File: config.mk
export PLATFORM = sky130hd
export DESIGN_NAME = cpu_ifetch
export DESIGN_NICKNAME = d
export VERILOG_FILES = /design/src/rtl/cpu_defs_pkg.sv /design/src/rtl/next_pc_sel.sv /design/src/rtl/cpu_ifetch.sv
export SDC_FILE = /design/constraint.sdc
export NUM_CORES = 1
export LEC_CHECK = 0
export BUFFER_PORTS_ARGS = -buffer_cell sky130_fd_sc_hd__buf_2
export CORE_MARGIN = 2
export CORE_UTILIZATION = 25
export DETAILED_ROUTE_END_ITERATION = 8
export SLEW_MARGIN = 40
export SYNTH_ARGS = -nofsm -noshare
export SYNTH_HDL_FRONTEND = slang
export SYNTH_SLANG_ARGS = --single-unit
File: constraint.sdc
create_clock -name clock -period 2.46 [get_ports clock]
set_input_delay 0.369 -clock clock [delete_from_list [all_inputs] [get_ports clock]]
set_output_delay 0.369 -clock clock [all_outputs]
set_load 0.005 [all_outputs]
File: src/rtl/cpu_defs_pkg.sv
// Shared core definitions: fetch FSM encoding, datapath width and the
// opcode constants used by the decoder and the fetch bench.
package cpu_defs_pkg;

  localparam int WORD_W = 32;

  localparam logic [5:0] OP_J   = 6'h2;
  localparam logic [5:0] OP_JAL = 6'h3;
  localparam logic [5:0] OP_BEQ = 6'h4;
  localparam logic [5:0] OP_BNE = 6'h5;

  typedef enum logic [2:0] {
    ST_START,
    ST_REQ,
    ST_WAIT,
    ST_HOLD,
    ST_FAULT
  } ifetch_state_t;

endpackage

File: src/rtl/next_pc_sel.sv
// Next-PC selection for the retiring instruction: taken branch, jr, j/jal
// or fall-through, plus a misalignment flag on the chosen address.
module next_pc_sel
  import cpu_defs_pkg::*;
(
  input  logic [WORD_W-1:0] pc_plus4,
  input  logic [25:0]       target,
  input  logic              Branch,
  input  logic              nBranch,
  input  logic              Jmp,
  input  logic              Jal,
  input  logic              Jr,
  input  logic              Zero,
  input  logic [WORD_W-1:0] AddrResult,
  output logic [WORD_W-1:0] next_pc,
  output logic              misaligned
);

  logic taken;

  assign taken = (Branch && Zero) || (nBranch && !Zero);

  // NOTE: next_pc gets a default before the priority chain so no path leaves
  // it unassigned; an incomplete if/else in always_comb infers a latch.
  always_comb begin
    next_pc = pc_plus4;
    if (taken || Jr) begin
      next_pc = AddrResult;
    end else if (Jmp || Jal) begin
      next_pc = {pc_plus4[31:28], target, 2'b00};
    end
  end

  assign misaligned = (next_pc[1:0] != 2'b00);

endmodule

File: src/rtl/cpu_ifetch.sv
// Instruction fetch stage: PC register, one-outstanding ROM fetch FSM and a
// valid/ready hold of the fetched instruction until it retires.
module cpu_ifetch
  import cpu_defs_pkg::*;
#(
  parameter logic [WORD_W-1:0] PC_RESET = 32'h0000_0000,
  parameter int                IMEM_AW  = 14
) (
  input  logic               clock,
  input  logic               reset,
  output logic               imem_req,
  output logic [IMEM_AW-1:0] imem_addr,
  input  logic               imem_rvalid,
  input  logic [WORD_W-1:0]  imem_rdata,
  output logic [WORD_W-1:0]  instr,
  output logic               instr_valid,
  input  logic               instr_ready,
  output logic [WORD_W-1:0]  pc,
  output logic [WORD_W-1:0]  pc_plus4,
  input  logic               Branch,
  input  logic               nBranch,
  input  logic               Jmp,
  input  logic               Jal,
  input  logic               Jr,
  input  logic               Zero,
  input  logic [WORD_W-1:0]  AddrResult,
  output logic               fault
);

  ifetch_state_t     state, state_nx;
  logic [WORD_W-1:0] next_pc;
  logic              misaligned;
  logic              retire;

  assign pc_plus4    = pc + 32'd4;
  assign imem_addr   = pc[IMEM_AW+1:2];
  assign instr_valid = (state == ST_HOLD);
  assign retire      = instr_valid && instr_ready;

  next_pc_sel u_next_pc_sel (
    .pc_plus4   (pc_plus4),
    .target     (instr[25:0]),
    .Branch     (Branch),
    .nBranch    (nBranch),
    .Jmp        (Jmp),
    .Jal        (Jal),
    .Jr         (Jr),
    .Zero       (Zero),
    .AddrResult (AddrResult),
    .next_pc    (next_pc),
    .misaligned (misaligned)
  );

  always_comb begin
    state_nx = state;
    case (state)
      ST_START: state_nx = ST_REQ;
      ST_REQ:   state_nx = ST_WAIT;
      ST_WAIT:  if (imem_rvalid) state_nx = ST_HOLD;
      ST_HOLD:  if (retire) state_nx = misaligned ? ST_FAULT : ST_REQ;
      ST_FAULT: state_nx = ST_FAULT;
      default:  state_nx = ST_START;
    endcase
  end

  // NOTE: all state uses non-blocking assignments so every register samples
  // pre-edge values; blocking here would create order-dependent races.
  always_ff @(posedge clock or posedge reset) begin
    if (reset) begin
      state    <= ST_START;
      pc       <= PC_RESET;
      instr    <= '0;
      imem_req <= 1'b0;
      fault    <= 1'b0;
    end else begin
      state <= state_nx;
      // Request is registered from the next state so it is a clean pulse in REQ.
      imem_req <= (state_nx == ST_REQ);
      if (state == ST_WAIT && imem_rvalid) instr <= imem_rdata;
      if (retire && !misaligned) pc <= next_pc;
      if (retire && misaligned) fault <= 1'b1;
    end
  end

endmodule

Word-level counts from Yosys, hierarchy flattened
Cells that the tools add are included.
{ "op_classes": {"n_eq_ne": 5, "add_sub_neg": 1, "n_mux": 6, "n_reduce_logical": 13} }
{ "op_table": {"columns": ["cell", "count"], "rows": [
  ["32-bit by 3-bit adder with 32-bit output (second input constant)", 1],
  ["32-bit 2-to-1 mux", 1],
  ["28-bit 2-to-1 mux", 1],
  ["3-bit case mux with 5 select lines", 1],
  ["3-bit 2-to-1 mux", 3],
  ["3-bit by 1-bit == test with 1-bit output (second input constant)", 2],
  ["3-bit by 2-bit == test with 1-bit output (second input constant)", 2],
  ["1-bit logical AND", 6],
  ["3-bit == test (second input constant)", 1],
  ["3-bit logical NOT", 1],
  ["1-bit logical OR", 3],
  ["1-bit logical NOT", 2],
  ["2-bit nonzero test", 1]
]} }
{ "totals": {"output_inout_bits": 113, "ff_bits": 69, "inputBits": 74, "wordCells": 30} }

Logic depth before layout (Yosys ltp)
Gate-level depths: netlist (run 1).
{ "logic_depth": {"ltp_word": 10, "ltp_mapped": 7, "ltp_nobuf": 6} }

By module
Synthesis (run 1) repeated with hierarchy kept, for this count alone.
{ "hier_totals": {"cells_unflattened": 335, "area_unflattened_um2": 4023.9} }
{ "by_module_without_submodules": {"columns": ["module", "cells_each", "instances", "seq_area_each_um2", "area_per_inst_um2"], "rows": [
  ["cpu_ifetch", 261, 1, 1726.7, 3248.1],
  ["next_pc_sel", 74, 1, 0.0, 775.7]
]} }

Worst setup path before layout (run 1)
No wires, ideal clock.
{ "synth_path": {"path_type": "reg2out", "startpoint": "register pc[3]", "endpoint": "output port pc_plus4[20]", "arrival_time_ns": 1.702, "setup_slack_ns": 0.389, "path_stages_with_launch": 7, "required_ns": 2.091, "path_buffers": 1, "cell_sequence": "dfrtp_1 > ha_1 > nand3_1 > nor3_1 > buf_2 > and4_1 > xor2_1"} }
{ "synth_between": {"elab_chain_cells": 1} }
{ "synth_rtl": {"columns": ["item", "line", "source"], "rows": [
  ["from (decl)", "cpu_ifetch.sv:18", "output logic [WORD_W-1:0] pc,"],
  ["from (signal assigned)", "cpu_ifetch.sv:80", "if (retire && !misaligned) pc <= next_pc;"],
  ["32-bit by 3-bit adder with 32-bit output", "cpu_ifetch.sv:35", "assign pc_plus4 = pc + 32'd4;"],
  ["to (decl)", "cpu_ifetch.sv:19", "output logic [WORD_W-1:0] pc_plus4,"]
]} }
Every way passes these cells.

Worst setup path in the final report (run 1)
{ "layout_path": {"startpoint": "register pc[4]", "endpoint": "output port pc_plus4[31]"} }
Same word-level chain as after synthesis.

==> summary.md, run 1 <==
| Metric | Value |
|---|---|
| Layout Utilization | 34.9% |
| Static leakage | 2.67 nW |
| Max-slew headroom | 54.4% |
| Count leader, synth | dfrtp_1 |
| Crit path arrival time | 2.05 ns |
| Worst Setup Start Kind | flop |
| CTS clk-pin slew, worst paths | 0.05 ns |
| Starting Density | 25.4% |
| Mapped Area | roughly 4200 sq um |
| Root Buffer | clkbuf_16 |
| Yosys reg bits | 69 |
| Slew Viols, Final | 0 |
| Mapped Nets | 517 |
| Initial antenna violation count | 4 |
| Slew @ Worst Pin | about 0.68 ns |
| Final Net Count | 708 |
| Worst VDD drop | 0.402 mV |
| Clock buffer depth | 2 |
| IO buf count | roughly 190 |
| Achievable frequency | 413 MHz |
| Layout filler cell count | 1,756 |
| Vias/cell | between 4 and 5 |
| Pwr dens | 1130 nW/um^2 |
| Fin crit share | 98.4% |
| Unrepaired setup endpoints after global routing | yes |
| Io pins | 187 |
| Die area | around 18,000 sq um |
| CTS Hold Bufs | 0 |
| Routed vias | 4,087 |
| WS Path Type | reg2out |
| Main area contributors after synthesis | dfrtp_1 41%, mux2_2 9.2%, xnor2_1 4.2% |
| Final min period | around 2.4 ns |
| Row cnt | between 40 and 50 |
| DP HPWL | 11.2 mm |
| Hold WS | 0.110 ns |
| Final std cells w/o fill | 859 |
| Maxcap violations | 0 |
| Hold Path Class | in2async |
| GP Congestion | 0.836 |
| Commonest cells post-synth | 69 x dfrtp_1, 36 x nand2_1, 36 x nor2_1 |
| Post-synthesis cell count | 442 |
| Final Skew | 0.00874 ns |
| Ys async rst share | 100% |
| Die X | 133 microns |
| First-pass DRT Iterations | 4 |
| Total Wirelength | 14.8 mm |
| DP Cell Count | around 830 |
| Post-synth EDFFs | 0 |
| Starting DRT DRC Count | 206 |
| Leading area contributor after synthesis | dfrtp_1 |
| Outcome | complete, no violations |
| Num CTS Buffers | 9 |
| Layout area overhead | 37.6% |
| Gr usage total | 16.4% |
| Sequential area share after synthesis | 41.3% |
| Congestion Overflow GR | 0 |
| Final setup viols | 0 |
| DIE HEIGHT | 133 microns |
| TritonCTS clock tree | built |
| DRC viols | 0 |
| WP data required | 2.09 ns |
| Top FF cell, synth | dfrtp_1 |
| Clk_lat worst skew | 0.34 ns |
| Crit-path max FO | 8 |
| Largest net degree at the start of global routing | 38 |
| Setup TNS | 0 ns |
| Clk sinks | 69 |
| Share of layout cells above drive strength 1 | 49.4% |
| Vias in the first global route | 3,806 |
| Avg Cell Area, Syn | 9.45 sq um |
| Global-route wire length before repair | 22.2 mm |
| Synth top area share | about two fifths |
| Synth Warn # | 0 |
| Unique masters post-synth | between 60 and 70 |
| CP Capture Type | primary output |
| Final Hold Viols | 0 |
| Core area | approximately 16,000 sq um |
| Htree depth | 3 |
| Routed wire per std cell | between 15 and 20 microns |
| Routed Antenna Nets | 0 |
## layout make-up
cell class	count	area [sq um]	share of cell area, %
inverter	7	27.5	0.479
clock inverter	6	30.0	0.522
antenna	1	2.50	0.0435
timing repair buffer	225	1240	21.5
multi-input combinational	321	2210	38.4
sequential	69	1740	30.3
clock buffer	10	229	3.98
tap	220	275	4.79
## critical path: stages, from the launching register on
cell and delay, ns:
dfrtp_2 0.45, nand4_1 0.23, nor3_1 0.28, buf_4 0.19
nand4_1 0.23, xnor2_1 0.21, buf_2 0.14
## routing by layer
| metal | vias up | wire, microns | GRT usage [%] | part of all wire (%) |
|---|---|---|---|---|
| met3 | 19 | 1280 | 6.01 | 8.7 |
| met5 | - | 29 | 0 | 0.20 |
| met2 | 139 | 6620 | 24.7 | 45 |
| met4 | 6 | 187 | 4.96 | 1.3 |
| met1 | 1945 | 6670 | 22.1 | 45 |
| li1 | 1978 | - | - | - |
## per-stage QoR
step | power (W) | setup WS [ns] | instance area, sq um
floorplan | 0.00386 | 0.351 | 4180
global placement | 0.00517 | 0.176 | 5330
detailed placement | 0.00521 | 0.123 | 5330
CTS | 0.00648 | 0.00482 | 5670
global route | 0.00697 | -0.0746 | 5750
finish | 0.00649 | 0.0396 | 5750
## flip-flops by register name (all words and copies together), names as in the netlist
signal / count
imem_req: 1
instr: 32
pc: 32
fault: 1
state: 3
## worst paths after layout
| kind | from | end | slack, ns | depth (start not counted) |
|---|---|---|---|---|
| worst min register to register | fault | fault | 0.46 | 1 |
| worst min-delay path | reset | instr[30] | 0.11 | 2 |
| worst max register to register | state[2] | pc[13] | 0.51 | 6 |
| max in group asynchronous | reset | pc[3] | 1.72 | 3 |
| worst max-delay path | pc[4] | pc_plus4[31] | 0.04 | 6 |
| min in group clock | imem_rdata[26] | instr[26] | 0.26 | 2 |
## cell usage in the layout (no fill, tap or decap), types with 9 or more instances in the layout
master,n
buf_2,186
dfrtp_1,56
buf_4,38
nand2_1,36
nor2_1,35
mux2_2,34
o21ai_0,33
nand3_1,20
xnor2_1,18
a21oi_1,14
dfrtp_2,13
nand4_1,11
nor3_1,11
and3_1,10
clkbuf_16,9
## what timing repair did
item                       in CTS  in global routing
setup buffers                   8                  5
pin swaps                       2                  1
setup endpoints to repair       7                  9
gates resized for setup        10                 11
## cells by family after synthesis
group	after synthesis	share of synthesized area, %
compound gates	105	16.9
xor+xnor	27	5.66
fa+ha+maj	1	0.299
buf+inv	52	7.25
flops	69	41.3
mux	36	9.64
simple gates	152	18.9
## power by group
group / internal [W] / switching (W)
clock: 0.000671 / 0.000498
combinational: 0.00158 / 0.00137
sequential: 0.00170 / 0.000676
Power figures use the tool's default switching activity.
==> run 2: changes to the inputs <==
--- a/config.mk
+++ b/config.mk
@@ -7,7 +7,7 @@
 export LEC_CHECK = 0
 export BUFFER_PORTS_ARGS = -buffer_cell sky130_fd_sc_hd__buf_2
 export CORE_MARGIN = 2
-export CORE_UTILIZATION = 25
+export CORE_UTILIZATION = 35
 export DETAILED_ROUTE_END_ITERATION = 8
 export SLEW_MARGIN = 40
 export SYNTH_ARGS = -nofsm -noshare
==> summary.md, run 2 (same netlist as run 1, synthesis figures left out) <==
| Metric | Value |
|---|---|
| Outcome | finished, violations left |
| Failing checks | design-rule violations |
| Final Skew | 0.00808 ns |
| Total Wirelength | about 14 mm |
| Gr usage total | 21.0% |
| Hold Path Class | in2async |
| Clk_lat worst skew | approximately 0.34 ns |
| Pwr dens | 1150 nW/um^2 |
| First-pass DRT Iterations | 7 |
| DIE HEIGHT | 113 microns |
| WS Path Type | reg2out |
| Maxcap violations | 0 |
| Clock buffer depth | 2 |
| Setup TNS | 0 ns |
| Slew Viols, Final | 0 |
| Worst Setup Start Kind | flop |
| Post-Place Setup Slack | between 0.2 and 0.25 ns |
| Vias in the first global route | 3,961 |
| Num CTS Buffers | 9 |
| PnR worst setup slack | 0.0941 ns |
| Slowest cell on crit path | or4_4 |
| Initial antenna violation count | 0 |
| Routed Antenna Nets | 0 |
| CTS Hold Bufs | 0 |
| DP Cell Count | 747 |
| Final std cells w/o fill | just under 800 |
| Routed wire per std cell | 17.4 microns |
| Crit-path cells | and4_1 > nand4_2 > or4_4 > xnor2_1 > buf_2 |
| Io pins | 187 |
| P_int | 0.00408 W |
| Slew @ Worst Pin | 0.817 ns |
| Hold WS | 0.0831 ns |
| Htree depth | 3 |
| Final Instance Area | 5700 sq um |
| Clk sinks | 69 |
| Starting Density | 36.3% |
| Final Hold Viols | 0 |
| WP data required | 2.09 ns |
| Final setup viols | 0 |
| IO buf count | 186 |
| Final min period | 2.37 ns |
| Placed Instance Area | 5200 sq um |
| Fin crit share | 96.2% |
| Combinational power share | 45.0% |
| Switching pwr | ~0.0025 W |
| Layout area overhead | 36.5% |
| Worst VDD drop | 0.473 mV |
| CP Capture Type | primary output |
| Achievable frequency | 423 MHz |
| Commonest non-fill, non-tap cell in the layout | buf_2 |
| Switching share of power | 37.9% |
| Row cnt | 39 |
| Static leakage | roughly 2.7 nW |
| Crit path arrival time | 2.00 ns |
| GP Congestion | 0.859 |
| Sequential Power Share | 36.2% |
| TritonCTS clock tree | built |
| Most used routing layer | met2 |
| Root Buffer | clkbuf_16 |
| Global-route wire length before repair | ~21 mm |
| Worst path max stage delay | between 0.5 and 0.6 ns |
| Max-slew headroom | 45.3% |
| DP HPWL | 10.3 mm |
| Largest net degree at the start of global routing | 46 |
| Starting DRT DRC Count | 319 |
| Congestion Overflow GR | 0 |
| Vias/cell | 5.39 |
| Met1 usage | 27.5% |
| Crit-path max FO | 6 |
| Share of layout cells above drive strength 1 | 49.6% |
| Die X | 113 microns |
| Biggest regs | instr x32, pc x32, state x3 |
| Grt met3 use | 5.20% |
| CTS clk-pin slew, worst paths | 0.06 ns |
| Core area | between 10,000 and 15,000 sq um |
| Most frequent cells in the layout | 186 x buf_2, 54 x dfrtp_1, 41 x buf_4 |
| Final Net Count | about 710 |
| Ant diodes | 0 |
| Met2 usage | approximately a third |
| Die area | 12,800 sq um |
| Clock share of power | 18.8% |
| DRC viols | 6 |
| Routed vias | 4,223 |
[run 2: what timing repair did]
action                     4_1_cts  5_1_grt
setup endpoints to repair        6       12
pin swaps                        1        6
gates resized for setup          6       17
setup buffers                    2       20
[run 2: worst max-delay path, delay by kind of cell, from the launching register on]
kind          cells  cell delay [ns]
flops             1             0.43
xor+xnor          1             0.15
buf+inv           1             0.13
simple gates      3             0.94
[run 2: worst paths after layout]
check	startpoint	end	slack [ns]	cells past startpoint
hold reg to reg	fault	fault	0.47	1
min in group clock	imem_rdata[16]	instr[16]	0.26	2
hold / removal	reset	instr[31]	0.08	2
max in group asynchronous	reset	pc[13]	1.70	3
setup reg to reg	state[2]	pc[15]	0.36	6
setup / recovery	pc[9]	pc_plus4[29]	0.09	5
[run 2: power groups by stage]
stage	Combinational [W]	Sequential [W]	Clock [W]
5_1_grt	0.00323	0.00248	0.00131
4_1_cts	0.00273	0.00239	0.00126
3_5_place_dp	0.00269	0.00240	0
3_3_place_gp	0.00267	0.00236	0
2_1_floorplan	0.00162	0.00224	0
6_report	0.00295	0.00237	0.00124
[run 2: final cells by class]
| type | instances | area (sq um) |
|---|---|---|
| clock buffers | 14 | 274 |
| inverters | 7 | 26.3 |
| fillers | 1123 | 5810 |
| well taps | 143 | 179 |
| clock inverters | 1 | 5.00 |
| repair buffers | 229 | 1270 |
| flip-flops and latches | 69 | 1750 |
| multi-input cells | 321 | 2200 |
[run 2: layer usage]
metal | vias up | wire length (microns)
met1 | 2033 | 5740
met3 | 30 | 1010
met2 | 163 | 6540
li1 | 1997 | -
met5 | - | 0
met4 | 0 | 381
[run 2: per-stage QoR]
step / power [W] / utilization [%]
2_1_floorplan: 0.00386 / -
3_3_place_gp: 0.00503 / 45.1
3_5_place_dp: 0.00509 / 45.1
4_1_cts: 0.00638 / 47.8
5_1_grt: 0.00703 / 49.5
6_report: 0.00656 / 49.5
==> run 3: changes to the inputs <==
--- a/config.mk
+++ b/config.mk
@@ -9,6 +9,7 @@
 export CORE_MARGIN = 2
 export CORE_UTILIZATION = 35
 export DETAILED_ROUTE_END_ITERATION = 8
+export SETUP_SLACK_MARGIN = 0.15
 export SLEW_MARGIN = 40
 export SYNTH_ARGS = -nofsm -noshare
 export SYNTH_HDL_FRONTEND = slang
==> summary.md, run 3 (same netlist as run 1, synthesis figures left out) <==
| Metric | Value |
|---|---|
| Outcome | finished, violations left |
| Failing checks | design-rule violations |
| Clk sinks | 69 |
| Final setup viols | 0 |
| Max-slew headroom | 43.9% |
| Layout area overhead | 42.3% |
| Worst path max stage delay | 0.40 ns |
| Die area | 12,800 sq um |
| Final std cells w/o fill | 800 |
| Clock buffer depth | 2 |
| Hold WS | 0.0848 ns |
| Fin crit share | 94.9% |
| Starting DRT DRC Count | 229 |
| Slew @ Worst Pin | 0.839 ns |
| Most frequent cells in the layout | 186 x buf_2, 55 x buf_4, 54 x dfrtp_1 |
| GP Congestion | 0.859 |
| WS Path Type | reg2out |
| Worst Setup Start Kind | flop |
| Initial antenna violation count | 0 |
| Worst r2r src | state[2] |
| Maxcap violations | 0 |
| Largest net degree at the start of global routing | 46 |
| R2R Path End | pc[15] |
| Biggest regs | instr x32, pc x32, state x3 |
| Clk_lat worst skew | 0.34 ns |
| Total Wirelength | 14.0 mm |
| Row cnt | 39 |
| Crit-path max FO | 5 |
| Core area | 11,500 sq um |
| Starting Density | 36.3% |
| Final Hold Viols | 0 |
| R2r setup slk | around 0.33 ns |
| Die X | 113 microns |
| Achievable frequency | between 400 and 500 MHz |
| WP data required | 2.09 ns |
| DRC viols | 6 |
| Final Net Count | 728 |
| Vias/cell | 5.33 |
| Routed wire per std cell | about 17 microns |
| Ant diodes | 0 |
| Gr usage total | 21.6% |
| Routed Antenna Nets | 0 |
| Crit-path cells | nand4_1 > buf_6 > nor4_2 > nand3_1 > xnor2_1 > buf_2 |
| Final Skew | 0.00899 ns |
| Vias in the first global route | 4,117 |
| DIE HEIGHT | 113 microns |
| Hold Path Class | in2async |
| DP Cell Count | 747 |
| Share of layout cells above drive strength 1 | 53.1% |
| CTS clk-pin slew, worst paths | 0.06 ns |
| Static leakage | 2.81 nW |
| Slew Viols, Final | 0 |
| CTS Hold Bufs | 0 |
| Setup TNS | 0 ns |
| Slowest cell on crit path | dfrtp_2 |
| Congestion Overflow GR | 0 |
| Final min period | 2.33 ns |
| Pwr dens | around 1100 nW/um^2 |
| Commonest non-fill, non-tap cell in the layout | buf_2 |
| PnR worst setup slack | 0.126 ns |
| Root Buffer | clkbuf_16 |
| Htree depth | 3 |
| IO buf count | 186 |
| Layout Utilization | approximately half |
| Post-Place Setup Slack | roughly 0.22 ns |
| TritonCTS clock tree | built |
| Path depth of the worst reg2reg path | 6 |
| Num CTS Buffers | 9 |
| Global-route wire length before repair | 21.6 mm |
| Crit path arrival time | 1.97 ns |
| First-pass DRT Iterations | 7 |
| CP Capture Type | primary output |
| DP HPWL | 10.3 mm |
| Worst VDD drop | 0.475 mV |
| Routed vias | 4,262 |
| Io pins | ~190 |
| Unrepaired setup endpoints after global routing | yes |
run 3: cell count changes in the layout (fill, tap and decap cells not counted), moves of 2 or more:
cell / change
and4_1: -3
xnor2_2: +3
nor3_1: -3
and4_4: +3
nor3_2: +2
xnor2_1: -3
buf_4: +14
buf_6: +2
run 3: worst max path at each step:
stage | from | to | slack, ns | cells after the start
final | pc[5] | pc_plus4[23] | 0.13 | 6
after floorplan | reset | fault | 0.35 | 1
after detailed placement | Zero | pc[15] | 0.22 | 7
after CTS | pc[3] | pc_plus4[31] | 0.16 | 7
after global routing | pc[12] | pc_plus4[24] | 0.06 | 7
after global placement | Zero | pc[15] | 0.27 | 7
run 3: area by class of cell:
type / instances / area [sq um]
Fill cell: 1095 / 5570
Multi-Input combinational cell: 321 / 2320
Sequential cell: 69 / 1750
Timing Repair Buffer: 245 / 1400
Clock buffer: 14 / 274
Tap cell: 143 / 179
Inverter: 7 / 26.3
Clock inverter: 1 / 5.00
run 3: timing repair:
item	CTS	global route
gates resized for setup	27	19
setup endpoints to repair	16	17
pin swaps	9	13
buffers inserted	24	14
run 3: layer usage:
layer  GRT usage (%)  part of all wire (%)
met2            34.5                    48
met1            28.0                    42
met4            9.35                   2.7
met5               0                     0
met3            4.93                   7.3
run 3: power by group:
part           switching [W]  internal [W]
Sequential          0.000574       0.00170
Combinational        0.00151       0.00173
Clock               0.000479      0.000759
Total                0.00256       0.00419
run 3: through the flow:
stage	total power, W	cell area, sq um
2_1_floorplan	0.00386	4180
3_3_place_gp	0.00503	5200
3_5_place_dp	0.00509	5200
4_1_cts	0.00662	5730
5_1_grt	0.00723	5940
6_report	0.00675	5940
run 3: critical path, delay by kind of cell, from the launching register on:
family | cells | cell delay (ns)
buf+inv | 2 | 0.34
xor+xnor | 1 | 0.22
flops | 1 | 0.40
simple gates | 3 | 0.67
